--- src/rtl/arb_requester.sv ---
// Client-side requester for a two-way req/gnt arbiter: queues jobs, requests, streams one beat per grant.
// Optional statistics counters are enabled by defining ARB_REQ_STATS_EN.
module arb_requester #(
    parameter int DEPTH   = 4,
    parameter int LEN_W   = 4,
    parameter int TIMEOUT = 16
) (
    input  logic             clk,
    input  logic             rst_n,
    input  logic             job_valid,
    input  logic [LEN_W-1:0] job_len,
    output logic             job_ready,
    output logic             req,
    input  logic             gnt,
    output logic             beat_valid,
    output logic             beat_last,
    output logic             busy,
`ifdef ARB_REQ_STATS_EN
    output logic [15:0]      stat_jobs,
    output logic [15:0]      stat_timeouts,
    output logic [7:0]       stat_wait_max,
`endif
    output logic             timeout_err
);

    localparam int AW     = $clog2(DEPTH);
    localparam int WAIT_W = $clog2(TIMEOUT);

    typedef enum logic [2:0] {
        S_IDLE,
        S_REQ,
        S_XFER,
        S_REL,
        S_REL_RETRY
    } state_t;

    state_t            state_reg, state_next;
    logic              req_reg;
    logic              timeout_err_reg;
    logic [WAIT_W-1:0] wait_cnt_reg, wait_cnt_next;
    logic [LEN_W-1:0]  beats_left_reg, beats_left_next;
    logic              pop;
    logic              push;
    logic              timeout_hit;

    logic [LEN_W-1:0]  mem [DEPTH];
    logic [AW-1:0]     wr_ptr_reg, rd_ptr_reg;
    logic [AW:0]       count_reg;
    logic              fifo_full, fifo_empty;
    logic [LEN_W-1:0]  head_len, next_len;

    assign fifo_full  = (count_reg == (AW+1)'(DEPTH));
    assign fifo_empty = (count_reg == '0);
    assign head_len   = mem[rd_ptr_reg];
    assign next_len   = mem[rd_ptr_reg + AW'(1)];

    // A pop in the same cycle frees a slot, so a full FIFO can still accept a push.
    assign job_ready   = !fifo_full || pop;
    assign push        = job_valid && job_ready;
    assign busy        = (state_reg != S_IDLE) || !fifo_empty;
    assign req         = req_reg;
    assign timeout_err = timeout_err_reg;

    always_ff @(posedge clk) begin
        if (push) begin
            mem[wr_ptr_reg] <= job_len;
        end
    end

    always_ff @(posedge clk or negedge rst_n) begin
        if (!rst_n) begin
            wr_ptr_reg <= '0;
            rd_ptr_reg <= '0;
            count_reg  <= '0;
        end else begin
            if (push) wr_ptr_reg <= wr_ptr_reg + AW'(1);
            if (pop)  rd_ptr_reg <= rd_ptr_reg + AW'(1);
            case ({push, pop})
                2'b10:   count_reg <= count_reg + (AW+1)'(1);
                2'b01:   count_reg <= count_reg - (AW+1)'(1);
                default: count_reg <= count_reg;
            endcase
        end
    end

    always_comb begin
        state_next      = state_reg;
        wait_cnt_next   = wait_cnt_reg;
        beats_left_next = beats_left_reg;
        pop             = 1'b0;
        timeout_hit     = 1'b0;
        beat_valid      = 1'b0;
        beat_last       = 1'b0;
        case (state_reg)
            S_IDLE: begin
                if (!fifo_empty) begin
                    if (head_len != '0) begin
                        state_next      = S_REQ;
                        wait_cnt_next   = '0;
                        beats_left_next = head_len;
                    end else begin
                        pop = 1'b1;
                    end
                end
            end
            S_REQ: begin
                if (gnt) begin
                    state_next = S_XFER;
                end else if (wait_cnt_reg == WAIT_W'(TIMEOUT - 1)) begin
                    timeout_hit = 1'b1;
                    state_next  = S_REL_RETRY;
                end else begin
                    wait_cnt_next = wait_cnt_reg + WAIT_W'(1);
                end
            end
            S_XFER: begin
                if (gnt) begin
                    beat_valid      = 1'b1;
                    beats_left_next = beats_left_reg - LEN_W'(1);
                    if (beats_left_reg == LEN_W'(1)) begin
                        beat_last  = 1'b1;
                        state_next = S_REL;
                    end
                end else begin
                    state_next    = S_REQ;
                    wait_cnt_next = '0;
                end
            end
            S_REL: begin
                // Jump straight to the next queued job so the req-low gap stays one cycle.
                pop = 1'b1;
                if (count_reg > (AW+1)'(1) && next_len != '0) begin
                    state_next      = S_REQ;
                    wait_cnt_next   = '0;
                    beats_left_next = next_len;
                end else begin
                    state_next = S_IDLE;
                end
            end
            S_REL_RETRY: begin
                state_next    = S_REQ;
                wait_cnt_next = '0;
            end
            default: state_next = S_IDLE;
        endcase
    end

    always_ff @(posedge clk or negedge rst_n) begin
        if (!rst_n) begin
            state_reg       <= S_IDLE;
            req_reg         <= 1'b0;
            timeout_err_reg <= 1'b0;
            wait_cnt_reg    <= '0;
            beats_left_reg  <= '0;
        end else begin
            state_reg       <= state_next;
            req_reg         <= (state_next == S_REQ) || (state_next == S_XFER);
            timeout_err_reg <= timeout_hit;
            wait_cnt_reg    <= wait_cnt_next;
            beats_left_reg  <= beats_left_next;
        end
    end

`ifdef ARB_REQ_STATS_EN
    localparam int WAIT_X = (WAIT_W > 8) ? WAIT_W : 8;

    logic [15:0]       stat_jobs_reg, stat_timeouts_reg;
    logic [7:0]        stat_wait_max_reg;
    logic [WAIT_X-1:0] wait_ext;
    logic [7:0]        wait_sat;

    assign wait_ext = WAIT_X'(wait_cnt_reg);
    assign wait_sat = (wait_ext > WAIT_X'(255)) ? 8'hFF : wait_ext[7:0];

    always_ff @(posedge clk or negedge rst_n) begin
        if (!rst_n) begin
            stat_jobs_reg     <= '0;
            stat_timeouts_reg <= '0;
            stat_wait_max_reg <= '0;
        end else begin
            if (state_reg == S_REL && stat_jobs_reg != 16'hFFFF)
                stat_jobs_reg <= stat_jobs_reg + 16'd1;
            if (timeout_hit && stat_timeouts_reg != 16'hFFFF)
                stat_timeouts_reg <= stat_timeouts_reg + 16'd1;
            if (state_reg == S_REQ && gnt && wait_sat > stat_wait_max_reg)
                stat_wait_max_reg <= wait_sat;
        end
    end

    assign stat_jobs     = stat_jobs_reg;
    assign stat_timeouts = stat_timeouts_reg;
    assign stat_wait_max = stat_wait_max_reg;
`endif

endmodule

--- config.mk ---
export PLATFORM = sky130hd
export DESIGN_NAME = arb_requester
export DESIGN_NICKNAME = d
export VERILOG_FILES = /design/src/rtl/arb_requester.sv
export SDC_FILE = /design/constraint.sdc
export NUM_CORES = 1
export LEC_CHECK = 0
export CAP_MARGIN = 5
export CORE_ASPECT_RATIO = 0.8
export CORE_UTILIZATION = 30
export CTS_BUF_LIST = sky130_fd_sc_hd__clkbuf_8
export CTS_CLUSTER_SIZE = 40
export DETAILED_ROUTE_END_ITERATION = 7
export PLACE_DENSITY_LB_ADDON = 0.15
export SYNTH_ARGS = -nofsm -noshare
export SYNTH_HDL_FRONTEND = slang
export SYNTH_SLANG_ARGS = --single-unit
--- constraint.sdc ---
create_clock -name clk -period 2.84 [get_ports clk]
set_input_delay 0.284 -clock clk [delete_from_list [all_inputs] [get_ports clk]]
set_output_delay 0.284 -clock clk [all_outputs]
set_load 0.02 [all_outputs]
[Word-level counts from Yosys, hierarchy flattened]
Memory sizes are Yosys's and may differ from the RTL's.
Cells that the tools add are included.
Storage, ports and cells
  RAM bits: 16
  output and inout port bits: 6
  memories kept: 1
  logic and storage cells: 85
  flip-flop bits (word level): 20
Cells by class
  equality and inequality tests: 18
  mux-type cells: 34
  reduce and logical (&&, ||, !) cells: 17
  $lt $le $gt $ge: 1
  add/sub/neg operators: 6
Memory list
  mem: depth 4, bits a word 4, rd ports 2, clocked after memory_dff 0, write ports 1, line 46  | logic [LEN_W-1:0] mem [DEPTH];
Operators by type and width (number)
  2-to-1 mux 4 bit: 10
  one-hot mux 4 bit (5 select lines): 1
  2-to-1 mux 3 bit: 6
  one-hot mux 3 bit (5 select lines): 1
  inequality test 2 bit, second input constant: 7
  2-to-1 mux 1 bit: 13
  one-hot mux 4 bit (3 select lines): 1
  equality test 3 x 2 -> 1 bit, second input constant: 3
  nonzero test 4 bit: 2
  AND reduction 7 bit: 1
  equality test 3 x 1 -> 1 bit, second input constant: 2
  equality test 3 bit, second input constant: 2
  logical NOT 3 bit: 2
  one-hot mux 3 bit (2 select lines): 1
  nonzero test 3 bit: 2
  AND reduction 5 bit: 1
  nonzero test 5 bit: 1
  adder 2 x 1 -> 2 bit, second input constant: 2
  adder 4 x 1 -> 4 bit, second input constant: 1
  equality test 4 x 1 -> 1 bit, second input constant: 1
  equality test 4 bit, second input constant: 1
  subtractor 4 x 1 -> 4 bit, second input constant: 1
  adder 3 x 1 -> 3 bit, second input constant: 1
  greater-than comparator 3 x 1 -> 1 bit, second input constant: 1
  8 further kinds: 12

[Depth between registers and ports, before layout]
An unclocked memory read counts as a cell.
  depth after elaboration: 9
  gate-level depth with buffers: 11

[Least setup slack after synthesis]
OpenSTA, ideal clock, no wires.
  kind: flip-flop to flip-flop
  from: reg rd_ptr_reg[1]
  to: reg count_reg[2]
  library setup time: 0.079 ns
  arrival time: 2.698 ns
  cell stages (with the launch flop): 10
  path slack: 0.063 ns
  buffers on the path: 1
  path through: dfrtp_1 -> clkbuf_1 -> mux4_2 -> or4_4 -> o31ai_4 -> o21a_2 -> inv_1 -> ha_1 -> nor2_1 -> xor2_1
Between the ends
  longest elaborated chain between the ends: 9
  elaborated cells on any way between the ends: 11
  classes of those cells: eq/ne: 2; mux: 4; reduce/logical: 4; memory: 1
Ends and longest elaborated chain
  start: declaration: line 47  | logic [AW-1:0] wr_ptr_reg, rd_ptr_reg;
  start signal: assignment: line 77  | if (pop) rd_ptr_reg <= rd_ptr_reg + AW'(1);
  memory read (4 x 4 bit) (*)
  nonzero test 4 bit (*): line 97  | if (head_len != '0) begin
  2-to-1 mux 1 bit (*): line 97
  2-to-1 mux 1 bit (*): line 96  | if (!fifo_empty) begin
  one-hot mux 1 bit (2 select lines) (*): line 94  | case (state_reg)
  net pop: line 42  | logic pop;
  logical OR 1 bit: line 58  | assign job_ready = !fifo_full || pop;
  logical AND 1 bit: line 59  | assign push = job_valid && job_ready;
  equality test 2 x 1 -> 1 bit or equality test 2 bit (tied branches): line 78  | case ({push, pop})
  one-hot mux 3 bit (2 select lines) or nonzero test 2 bit (tied branches)
  end signal: assignment: line 79  | 2'b10: count_reg <= count_reg + (AW+1)'(1);
  end signal: assignment: line 80  | 2'b01: count_reg <= count_reg - (AW+1)'(1);
  end signal: assignment: line 81  | default: count_reg <= count_reg;
  end: declaration: line 48  | logic [AW:0] count_reg;
The timed path passes the listed nets; every way through them passes the cells marked *.
A chain may end at the register's enable or synchronous reset.

[Worst setup path in the final report]
  from: reg rd_ptr_reg[0]
  to: reg count_reg[2]
Same word-level chain as after synthesis.

==> impl_metrics.csv <==
group,metric,value,unit
sta,fmax,363,MHz
clock_tree,cts-htree-levels,2,
cells_and_area,layout_commonest_cell,"dfrtp_1",
pwr,ir_drop,0.385,mV
cells_and_area,area_growth_syn_to_layout,19.8,%
cells_and_area,final_cell_mix,"dfrtp_1 (19), edfxtp_1 (16), buf_4 (13)",
sta,relSlewSlack,0.349,
sta,min_period_over_period,0.969,
grt,gr-total-overflow,0,
route,vias,1370,
route,drt-vias-per-instance,4.86,
synth,synth.area.top_cells,"dfrtp_1 (25%), edfxtp_1 (24%), ha_1 (7.4%)",
grt,grt_pass1_vias,1358,
critical_path,critPathLaunch,"rd_ptr_reg[0]",
die,start_util,0.315,
critical_path,crit_path_max_fanout,7,
pwr,seqPwrFrac,0.344,
synth,synth.distinct_cells,40,
sta,final.setup.tns,0,ps
die,ios,14,
synth,seq_area_frac_synth,0.481,
min_path,min_path_type,"flop to flop",
pwr,p_switching,0.000969,W
synth,yosys_warnings,0,
synth,synth_area,2040,um2
pwr,p_comb_frac,0.518,
placement,placed_cells,270,
cells_and_area,drive_gt1_frac,0.242,
clock_tree,clock-sinks,36,
cells_and_area,n_antenna_cell,0,
cells_and_area,fillers,602,
min_path,holdCritStartpoint,"count_reg[2]",
route,wl,3870,um
clock_tree,cts_buffers,5,
cells_and_area,final_nets,217,
critical_path,start_kind,"flop",
sta,skew,6.45,ps
synth,synth_top_area_cell,"dfrtp_1",
pwr,power_density,1040,nW/um2
grt,grt_max_degree,21,
sta,slew_violations,0,
critical_path,crit_path_top_delay_cell,"or4_4",
sta,rsz0062_at_grt,"true",
clock_tree,root_buffer,"clkbuf_8",
cells_and_area,multi_input_area,1010,um2
cells_and_area,fin_cells,282,
clock_tree,cts_max_path_buffers,2,
placement,dpl.hpwl,2940,um
sta,min_period,2750,ps
run,maxCapViolations,0,
die,dieHeight,75.8,um
sta,tightestPinTransition,973,ps
cells_and_area,layout.area.seq,982,um2
pwr,clockPowerShare,0.138,
synth,synth_fp_nets,191,
route,drtAntennaViolNets,0,
synth,syn_area_per_cell,11.9,um2
route,drt_iter0_markers,64,
critical_path,r2r_slack,90,ps
grt,track_usage,0.124,
critical_path,cp_slowest_stage_delay,570,ps
status,status,"finished, final reports clean",
critical_path,crit_family,"multiplexers",
clock_tree,clk_pin_slew,70,ps
synth,yosys.area.top_type_share,0.245,
critical_path,critPathCaptureType,"flop",
route,wl_per_cell,13.7,um
synth,synthCells,171,
route,drc_errors,0,
grt,antenna_found_initial,0,
die,coreArea,6470,um2
die,die-area,7140,um2
die,die_w,94.2,um
critical_path,criticalPathCategory,"flop to flop",
die,rows,26,
sta,hold_viol,0,
pwr,internal-power,0.00158,W
placement,port_buffers,13,
clock_tree,cts_tree,"yes",
pwr,p_leak,0.986,nW
synth,synth-seq-cells,36,
critical_path,path_cells,"mux4_2, or4_4, o31ai_4, buf_4, o21a_2, inv_1, ha_4, mux2i_1, nor2_2, xor2_1",
grt,grt_pass1_wl,6590,um
route,firstDrtPassIters,4,
placement,gp_congestion,0.758,
critical_path,required,3010,ps
pwr,switching_share,0.381,
critical_path,path_buf_inv,2,
sta,setup-violations-final,0,
critical_path,critPathArrivalTime,2920,ps
cells_and_area,largest_reg_flops,16,
critical_path,r2r-start,"rd_ptr_reg[0]",
clock_tree,worstSkewPairLatency,290,ps
## cell families after synthesis
family,share of synthesized area
buf+inv,0.0386
xor+xnor,0.0343
fa+ha+maj,0.0736
mux,0.134
compound gates,0.0846
simple gates,0.155
flops,0.481
## worst register-to-register path, stage by stage (launching register included)
cell     delay (ps)
dfrtp_2         460
mux4_2          540
or4_4           570
o31ai_4         220
buf_4           150
o21a_2          130
inv_1            60
ha_4            160
mux2i_1         170
nor2_2           50
xor2_1          140
## Yosys cell counts (all sizes together)
cell type / n
dfrtp: 20
edfxtp: 16
ha: 12
inv: 12
nor2: 12
mux4: 8
nand2: 8
a21oi: 7
nor3: 7
clkbuf: 6
mux2: 6
nand3: 6
nand2b: 5
o21ai: 5
xnor2: 5
and2: 4
nor2b: 4
o2bb2ai: 3
xor2: 3
a31oi: 2
nor4: 2
or3: 2
a21bo: 1
a22oi: 1
buf: 1
mux2i: 1
nand3b: 1
nand4: 1
nor3b: 1
o211ai: 1
o21a: 1
o21ba: 1
o31a: 1
o31ai: 1
or2: 1
or3b: 1
or4: 1
or4b: 1
## layer usage
| metal | wire (um) | track usage | up-vias | share of wire |
|---|---|---|---|---|
| li1 | - | - | 668 | - |
| met1 | 1900 | 0.167 | 673 | 0.49 |
| met2 | 1800 | 0.192 | 25 | 0.46 |
| met3 | 143 | 0.0359 | 4 | 0.037 |
| met4 | 27 | 0.0410 | 0 | 0.0070 |
| met5 | 0 | 0 | - | 0 |
## worst paths after layout
kind	end	depth (start not counted)
max	count_reg[2]	10
min	count_reg[2]	1
max reg2reg	count_reg[2]	10
min reg2reg	count_reg[2]	1
max in group asynchronous	rd_ptr_reg[0]	1
min in group asynchronous	req	1
## metrics by stage
step | instance area (um2) | setup WS [ps] | hold WS, ps | utilization | total power [W]
5_1_grt | 2440 | -40.9 | 546 | 0.378 | 0.00277
2_1_floorplan | 2040 | 62.6 | -11.6 | - | 0.00180
3_3_place_gp | 2310 | -118 | 497 | 0.357 | 0.00210
4_1_cts | 2410 | 8.22 | 506 | 0.373 | 0.00253
6_report | 2440 | 87.7 | 509 | 0.378 | 0.00255
3_5_place_dp | 2310 | -156 | 491 | 0.357 | 0.00214
## power groups by stage
| stage | combinational, W | clock, W | sequential (W) |
|---|---|---|---|
| 2_1_floorplan | 0.000979 | 0 | 0.000822 |
| 3_3_place_gp | 0.00122 | 0 | 0.000880 |
| 3_5_place_dp | 0.00125 | 0 | 0.000892 |
| 5_1_grt | 0.00148 | 0.000385 | 0.000908 |
| 4_1_cts | 0.00129 | 0.000365 | 0.000880 |
| 6_report | 0.00132 | 0.000350 | 0.000875 |
## layout make-up
cell class                      instances  share of cell area
Clock buffer                            5              0.0281
Clock inverter                          3             0.00563
Inverter                               12              0.0184
Multi-Input combinational cell        116               0.412
Sequential cell                        36               0.402
Tap cell                               84              0.0430
Timing Repair Buffer                   26              0.0911
## what timing repair did
item,in CTS,in global routing
cloned,0,0
hold endpoints to repair,0,0
setup buffers,2,2
hold buffers,0,0
setup endpoints to repair,22,21
gates resized for setup,5,7
pin swaps,1,0
Note: power is estimated with default switching activity, not from simulation.
